[src/rtl/spi_slave_frame.sv]
`default_nettype none
// ============================================================================
// Module   : spi_slave_frame
// Brief    : SPI mode-0 slave, oversampled in clk domain; decodes a
//            cmd/addr/data frame and serves read data on MISO.
// Revision : 1.0 - initial release
// ============================================================================
module spi_slave_frame #(
    parameter int              CMD_W       = 8,
    parameter int              ADDR_W      = 24,
    parameter int              DATA_W      = 32,
    parameter logic [CMD_W-1:0] CMD_READ   = 8'h03,
    parameter int              SYNC_STAGES = 2
) (
    input  logic              clk,
    input  logic              rst,
    input  logic              CS,
    input  logic              SCLK,
    input  logic              MOSI,
    output logic              MISO,
    input  logic [DATA_W-1:0] rd_data,
    output logic [CMD_W-1:0]  cmd_out,
    output logic [ADDR_W-1:0] addr_out,
    output logic [DATA_W-1:0] wr_data,
    output logic              rd_req,
    output logic              frame_valid,
    output logic              frame_err
);

    localparam int         c_AC_MAX    = (ADDR_W > CMD_W) ? ADDR_W : CMD_W;
    localparam int         c_SH_W      = (DATA_W > c_AC_MAX) ? DATA_W : c_AC_MAX;
    localparam logic [6:0] c_CMD_LAST  = 7'(CMD_W - 1);
    localparam logic [6:0] c_ADDR_LAST = 7'(ADDR_W - 1);
    localparam logic [6:0] c_DATA_LAST = 7'(DATA_W - 1);

    typedef enum logic [2:0] {
        S_IDLE   = 3'd0,
        S_CMD    = 3'd1,
        S_ADDR   = 3'd2,
        S_RDLOAD = 3'd3,
        S_RDATA  = 3'd4,
        S_WDATA  = 3'd5,
        S_WAITCS = 3'd6
    } state_t;

    state_t                  r_state;
    logic [SYNC_STAGES-1:0]  r_cs_sync;
    logic [SYNC_STAGES-1:0]  r_sclk_sync;
    logic [SYNC_STAGES-1:0]  r_mosi_sync;
    logic                    r_cs_prev;
    logic                    r_sclk_prev;
    logic [6:0]              r_cnt;
    logic [c_SH_W-1:0]       r_shift;
    logic [DATA_W-1:0]       r_tx;
    logic                    r_rd_req_d;

    logic                    w_cs;
    logic                    w_sclk;
    logic                    w_mosi;
    logic                    w_rise;
    logic                    w_fall;
    logic                    w_cs_fall;
    logic                    w_cs_rise;
    logic [c_SH_W-1:0]       w_shift_next;
    logic [DATA_W-1:0]       w_tx_src;

    assign w_cs         = r_cs_sync[SYNC_STAGES-1];
    assign w_sclk       = r_sclk_sync[SYNC_STAGES-1];
    assign w_mosi       = r_mosi_sync[SYNC_STAGES-1];
    assign w_rise       = w_sclk & ~r_sclk_prev;
    assign w_fall       = ~w_sclk & r_sclk_prev;
    assign w_cs_fall    = ~w_cs & r_cs_prev;
    assign w_cs_rise    = w_cs & ~r_cs_prev;
    assign w_shift_next = {r_shift[c_SH_W-2:0], w_mosi};
    // A fast SCLK can put the first data fall on the same cycle rd_data is latched.
    assign w_tx_src     = (r_state == S_RDLOAD && r_rd_req_d) ? rd_data : r_tx;

    always_ff @(posedge clk or negedge rst) begin
        if (!rst) begin
            r_cs_sync   <= '1;
            r_sclk_sync <= '0;
            r_mosi_sync <= '0;
            r_cs_prev   <= 1'b1;
            r_sclk_prev <= 1'b0;
        end else begin
            r_cs_sync   <= {r_cs_sync[SYNC_STAGES-2:0], CS};
            r_sclk_sync <= {r_sclk_sync[SYNC_STAGES-2:0], SCLK};
            r_mosi_sync <= {r_mosi_sync[SYNC_STAGES-2:0], MOSI};
            r_cs_prev   <= w_cs;
            r_sclk_prev <= w_sclk;
        end
    end

    always_ff @(posedge clk or negedge rst) begin
        if (!rst) begin
            r_state     <= S_IDLE;
            r_cnt       <= '0;
            r_shift     <= '0;
            r_tx        <= '0;
            r_rd_req_d  <= 1'b0;
            cmd_out     <= '0;
            addr_out    <= '0;
            wr_data     <= '0;
            MISO        <= 1'b0;
            rd_req      <= 1'b0;
            frame_valid <= 1'b0;
            frame_err   <= 1'b0;
        end else begin
            rd_req      <= 1'b0;
            frame_valid <= 1'b0;
            frame_err   <= 1'b0;
            r_rd_req_d  <= rd_req;
            if (r_state == S_RDLOAD && r_rd_req_d) begin
                r_tx <= rd_data;
            end

            if (r_state != S_IDLE && r_state != S_WAITCS && w_cs_rise) begin
                frame_err <= 1'b1;
                MISO      <= 1'b0;
                r_state   <= S_IDLE;
            end else begin
                case (r_state)
                    S_IDLE: begin
                        MISO <= 1'b0;
                        if (w_cs_fall) begin
                            r_cnt   <= '0;
                            r_state <= S_CMD;
                        end
                    end
                    S_CMD: begin
                        if (w_rise) begin
                            r_shift <= w_shift_next;
                            if (r_cnt == c_CMD_LAST) begin
                                cmd_out <= w_shift_next[CMD_W-1:0];
                                r_cnt   <= '0;
                                r_state <= S_ADDR;
                            end else begin
                                r_cnt <= r_cnt + 7'd1;
                            end
                        end
                    end
                    S_ADDR: begin
                        if (w_rise) begin
                            r_shift <= w_shift_next;
                            if (r_cnt == c_ADDR_LAST) begin
                                addr_out <= w_shift_next[ADDR_W-1:0];
                                r_cnt    <= '0;
                                if (cmd_out == CMD_READ) begin
                                    rd_req  <= 1'b1;
                                    r_state <= S_RDLOAD;
                                end else begin
                                    r_state <= S_WDATA;
                                end
                            end else begin
                                r_cnt <= r_cnt + 7'd1;
                            end
                        end
                    end
                    S_RDLOAD: begin
                        if (w_fall) begin
                            MISO    <= w_tx_src[DATA_W-1];
                            r_state <= S_RDATA;
                        end
                    end
                    S_RDATA: begin
                        if (w_fall) begin
                            r_tx <= {r_tx[DATA_W-2:0], 1'b0};
                            MISO <= r_tx[DATA_W-2];
                        end
                        if (w_rise) begin
                            if (r_cnt == c_DATA_LAST) begin
                                frame_valid <= 1'b1;
                                MISO        <= 1'b0;
                                r_state     <= S_WAITCS;
                            end else begin
                                r_cnt <= r_cnt + 7'd1;
                            end
                        end
                    end
                    S_WDATA: begin
                        if (w_rise) begin
                            r_shift <= w_shift_next;
                            if (r_cnt == c_DATA_LAST) begin
                                wr_data     <= w_shift_next[DATA_W-1:0];
                                frame_valid <= 1'b1;
                                r_state     <= S_WAITCS;
                            end else begin
                                r_cnt <= r_cnt + 7'd1;
                            end
                        end
                    end
                    S_WAITCS: begin
                        MISO <= 1'b0;
                        if (w_cs) begin
                            r_state <= S_IDLE;
                        end
                    end
                    default: begin
                        MISO    <= 1'b0;
                        r_state <= S_IDLE;
                    end
                endcase
            end
        end
    end

endmodule
`default_nettype wire

[config.mk]
export PLATFORM = sky130hd
export DESIGN_NAME = spi_slave_frame
export DESIGN_NICKNAME = d
export VERILOG_FILES = /design/src/rtl/spi_slave_frame.sv
export SDC_FILE = /design/constraint.sdc
export NUM_CORES = 1
export LEC_CHECK = 0
export ABC_AREA = 0
export CORE_ASPECT_RATIO = 1.5
export CORE_MARGIN = 5
export CORE_UTILIZATION = 53
export DETAILED_ROUTE_END_ITERATION = 8
export PLACE_DENSITY = 0.8
export SYNTH_ARGS = -nofsm -noshare
export SYNTH_HDL_FRONTEND = slang
export SYNTH_SLANG_ARGS = --single-unit
[constraint.sdc]
create_clock -name clk -period 2.4 [get_ports clk]
set_input_delay 0.72 -clock clk [delete_from_list [all_inputs] [get_ports clk]]
set_output_delay 0.72 -clock clk [all_outputs]
set_load 0.05 [all_outputs]
**Yosys cells after proc, flatten, opt, wreduce, memory -nomap -nowiden**

Cells that the tools add are included.

- Bits of input ports: 37
- Bits in registers: 150
- Output and inout port bits: 68
- Word-level logic and storage cells: 108

- Add/subtract/negate cells: 1
- Eq/ne operators: 26
- Bitwise logic cells: 9
- Reduce and logical (&&, ||, !) cells: 15
- Multiplexer cells: 40

Operators with widths:

| cell | count |
|---|---|
| $mux 32 | 4 |
| $mux 7 | 7 |
| $mux 3 | 11 |
| $pmux 7 s4 | 1 |
| $ne 3x3->1 const B | 7 |
| $pmux 3 s6 | 1 |
| $mux 1 | 15 |
| $eq 7x5->1 const B | 2 |
| $reduce_and 4->1 | 3 |
| $eq 3x3->1 const B | 3 |
| $reduce_and 9->1 | 1 |
| $eq 8x2->1 const B | 1 |
| $ne 2x2->1 const B | 4 |
| $add 7x1->7 const B | 1 |
| $eq 7x3->1 const B | 1 |
| $reduce_and 7->1 | 1 |
| $eq 3x2->1 const B | 2 |
| $ne 3x1->1 const B | 2 |
| $not 1->1 | 5 |
| $and 1x1->1 | 4 |
| $ne 2x1->1 const B | 2 |
| $reduce_bool 4->1 | 1 |
| $eq 3x1->1 const B | 1 |
| $logic_and 1x1->1 | 3 |
| 8 further kinds | 8 |

**Logic depth before layout (Yosys ltp)**

- Word-level depth: 7
- Mapped depth: 8
- Gate-level depth less buffers: 6

**Least setup slack after synthesis**

Ideal clock, no wire load.

- Kind: reg2reg
- Start: register r_cnt[0]
- End: register r_cnt[4]
- Library setup time: 0.126 ns
- Period minus slack after synthesis: 1.995 ns
- Buffers on the path: 0
- Data required time: 2.274 ns
- Stages on the path, launching flop included: 7
- Arrival: 1.869 ns
- Setup slack: 0.405 ns
- Cells stage by stage: dfrtp_1 > ha_1 > nand3b_4 > or4_4 > a221o_1 > and3_1 > a221o_1

- Word-level cells in the longest chain between the ends: 4
- Elaborated cells on any way between the ends: 13
- Those cells by class: add/sub: 1; eq/ne: 4; mux: 7; reduce/logical: 1

RTL lines:

| element | line | source |
|---|---|---|
| start: declaration | 52 | `logic [6:0] r_cnt;` |
| start signal: assignment | 138 | `r_cnt <= r_cnt + 7'd1;` |
| start signal: assignment | 155 | `r_cnt <= r_cnt + 7'd1;` |
| start signal: assignment | 176 | `r_cnt <= r_cnt + 7'd1;` |
| $add 7x1->7 (tied with other cells) | -- |  |
| $mux 7, on equally long branches | -- |  |
| $mux 7, on equally long branches | 181, 131, 143 |  |
| $pmux 7 s4 | 122 | `case (r_state)` |

Parallel ways exist; a longest one is shown, timed or not. The select of a mux whose other input is x is not followed.
A chain may end at the register's enable or synchronous reset.

**Worst setup path in the final report**

- Start: register cmd_out[2]
- End: output port cmd_out[2]

RTL lines:

| element | line | source |
|---|---|---|
| start: declaration | 22 | `output logic [CMD_W-1:0] cmd_out,` |
| start signal: assignment | 134 | `cmd_out <= w_shift_next[CMD_W-1:0];` |

No word-level cell between the ends.

==> impl_metrics.yaml <==
status:
  outcome: "finished, final reports clean"
sta:
  tightest_slew_ns: 0.9948
  hold_viol_final: 0
  setup_viol: 0
  fin_skew_ns: 0.01354
  rsz0062_at_grt: "no"
  post-route-min-period_ns: 2.343
  setup_slack_ns: 0.05680
  fin_tns_setup_ns: 0
  period_share: 0.9763
  finalMaxSlewViolations: 0
  max_freq_mhz: 426.8
  slew_headroom: 0.3343
placement:
  finalWeightedCongestion: 0.8904
  placed_cells: 725
  port_buffers: 104
  dpl.hpwl_um: 9163
  pre_cts_slack_ns: 0.1793
clock_tree:
  clock-sinks: 150
  hold_buffers: 0
  htree_num_levels: 4
  clk_pin_slew_ns: 0.07
  cts_buffers: 17
  clock_latency_ns: 0.42
  cts-resized-gates: 0
  cts_buffer_depth: 2
  clockRootBuffer: "clkbuf_16"
  cts_tree: "built"
  cts_setup_buffers: 0
power_and_ir_drop:
  cellPowerDensity_nw_per_um2: 669.1
  p_int_mw: 4.178
  p_leak_nw: 3.902
  seq_power_share: 0.479
  total_power_mw: 5.468
  combPwrFrac: 0.047
  switching_share: 0.2359
  clkPwrFrac: 0.474
  vdd_drop_max_v: 0.0004822
  p_switching_mw: 1.290
drt:
  drt_iter0_markers: 176
  num_vias: 4153
  wire_per_inst_um: 17.86
  drc_errors: 0
  postRouteWirelength_um: 13520
  via_per_inst: 5.486
  detail-route-antenna-nets: 0
  drt_first_pass_iters: 4
die:
  ios: 105
  core_um2: 11590
  fp.dieArea_um2: 14220
  rows: 48
  die_x_um: 99.05
  initial_core_util: 0.5438
  die_h_um: 143.6
global_route:
  grt_antenna_before_repair: 0
  grt_pass1_vias: 4548
  grt_max_degree: 64
  globalRouteMet3Util: 0.08354
  busiest_layer: "met2"
  track_usage: 0.2034
  global_route.usage.met1: 0.2462
  grt_use_met2: 0.3360
  grt_pass1_wl_um: 22940
  grt_remaining_overflow: 0
critical_path:
  end_kind: "output pin"
  cp-start-kind: "flip-flop"
  arrival_ns: 1.62
  crit_family: "buffers and inverters"
  cp_cell_sequence: "clkdlybuf4s50_1"
  slowest_stage: "clkdlybuf4s50_1"
  crit_buf_inv: 1
  r2r_slack_ns: 0.16
  crit_path_max_incr_delay_ns: 0.84
  critPathMaxFanout: 3
  worstPathRequired_ns: 1.68
  critPathKind: "flip-flop to output pin"
final_layout:
  syn_to_final_growth_pct: 29.65
  fin_util: 0.7051
  antenna_cells: 0
  final_cells: 757
  nets: 632
  drive_gt1_frac: 0.2586
logic_synthesis:
  yosysSeqAreaShare: 0.5961
  synth_xor_area_frac: 0.002779
  synth_mux_area_frac: 0.2257
  ys.flop_type: "dfrtp_1"
  syn_avg_cell_area_um2: 13.05
  ys_warn_count: 0
  syn_inst: 483
  synthAdderAreaFrac: 0.001985
  synth-edff-count: 0
  yosysUniqueCellTypes: 49
  syn-num-nets: 521
  synth_top_family_by_area: "multiplexers"
  async_flop_share: 1.000
  netlist_area_um2: 6304
  synth_seq_cells: 150
  synth_compound_area_frac: 0.06491
  synth_simple_gate_area_frac: 0.08396
flow_run:
  drv_cap: 0
worst_hold_path:
  hold_path.class: "primary input to asynchronous set/reset pin"
cells in the final DEF, fill, tap and decap left out, types with 4 or more instances in the layout:
master | synthesis | routed
nand2b_1 | 4 | 4
o21ai_0 | 8 | 8
dfrtp_1 | 147 | 147
nor2_1 | 48 | 48
mux2_2 | 95 | 95
clkdlybuf4s50_1 | 0 | 101
mux2i_1 | 33 | 33
inv_6 | 0 | 7
a21oi_1 | 36 | 36
clkbuf_16 | 0 | 17
nand2_1 | 13 | 13
and3_1 | 5 | 5
buf_12 | 0 | 6
nand3_1 | 9 | 8
a221o_1 | 4 | 4
nor3_1 | 8 | 8
buf_4 | 6 | 8
area by class of cell:
class,instances,area [µm²]
Clock inverter,14,137.6
Multi-Input combinational cell,303,2409
Tap cell,150,187.7
Inverter,4,15.01
Fill cell,810,3418
Timing Repair Buffer,118,1227
Sequential cell,150,3757
Clock buffer,18,439.2
routing by layer:
layer	wire, µm	share of wire
met1	5565	0.41
met2	6864	0.51
met3	956	0.071
met4	132	0.0098
met5	0	0
power groups by stage:
| stage | sequential [mW] | combinational (mW) | clock [mW] |
|---|---|---|---|
| after floorplan | 2.65 | 0.106 | 0 |
| after global placement | 2.66 | 0.254 | 0 |
| after detailed placement | 2.66 | 0.259 | 0 |
| after CTS | 2.62 | 0.262 | 2.64 |
| after global routing | 2.62 | 0.286 | 2.77 |
| final | 2.62 | 0.259 | 2.59 |
through the flow:
| stage | hold WS [ns] | area, µm² |
|---|---|---|
| 3_3_place_gp | 0.3332 | 7591 |
| 3_5_place_dp | 0.3427 | 7591 |
| 2_1_floorplan | 0.3312 | 6304 |
| 4_1_cts | 0.2544 | 8168 |
| 6_report | 0.2432 | 8173 |
| 5_1_grt | 0.2727 | 8173 |
registers in the layout, summed over array words and instances (netlist names), 2 cells and up:
name and cells:
r_cs_sync 2, r_state 3, r_cnt 7, r_sclk_sync 2, r_shift 31, addr_out 24, r_tx 32, r_mosi_sync 2
cmd_out 8, wr_data 32
cell usage after synthesis (all sizes together) (2+ instances only):
library cell | instances | area share
buf | 17 | 0.017
nand3 | 9 | 0.0071
nor3 | 8 | 0.0064
inv | 4 | 0.0024
dfstp | 3 | 0.013
a221o | 4 | 0.0064
nor2b | 3 | 0.0030
dfrtp | 147 | 0.58
a21oi | 36 | 0.029
o22ai | 3 | 0.0030
mux2i | 33 | 0.052
a221oi | 2 | 0.0038
a22o | 3 | 0.0042
and3 | 5 | 0.0050
nor2 | 48 | 0.029
nand2 | 13 | 0.0077
clkbuf | 9 | 0.0054
o21ai | 9 | 0.0071
nand2b | 4 | 0.0040
or4 | 3 | 0.0042
nor4 | 3 | 0.0054
a211oi | 2 | 0.0024
mux2 | 97 | 0.17
path summary, 6_finish.rpt:
path                              startpoint            to  depth (start not counted)
min in group clk                r_cs_sync[0]  r_cs_sync[1]                          0
worst max-delay path              cmd_out[2]    cmd_out[2]                          1
worst min-delay path                     rst      r_tx[24]                          1
worst max register to register      r_cnt[0]    r_state[1]                          6
max in group asynchronous                rst   r_sclk_prev                          2
worst min register to register  r_cs_sync[0]  r_cs_sync[1]                          0
cell families after synthesis:
kind of cell,after synthesis
AND/OR/NAND/NOR,104
AO/OA/AOI/OAI,66
multiplexers,130
flip-flops,150
XOR/XNOR,2
adder cells (fa/ha/maj),1
buffers and inverters,30
No activity file was read; power rests on OpenSTA's default activity.
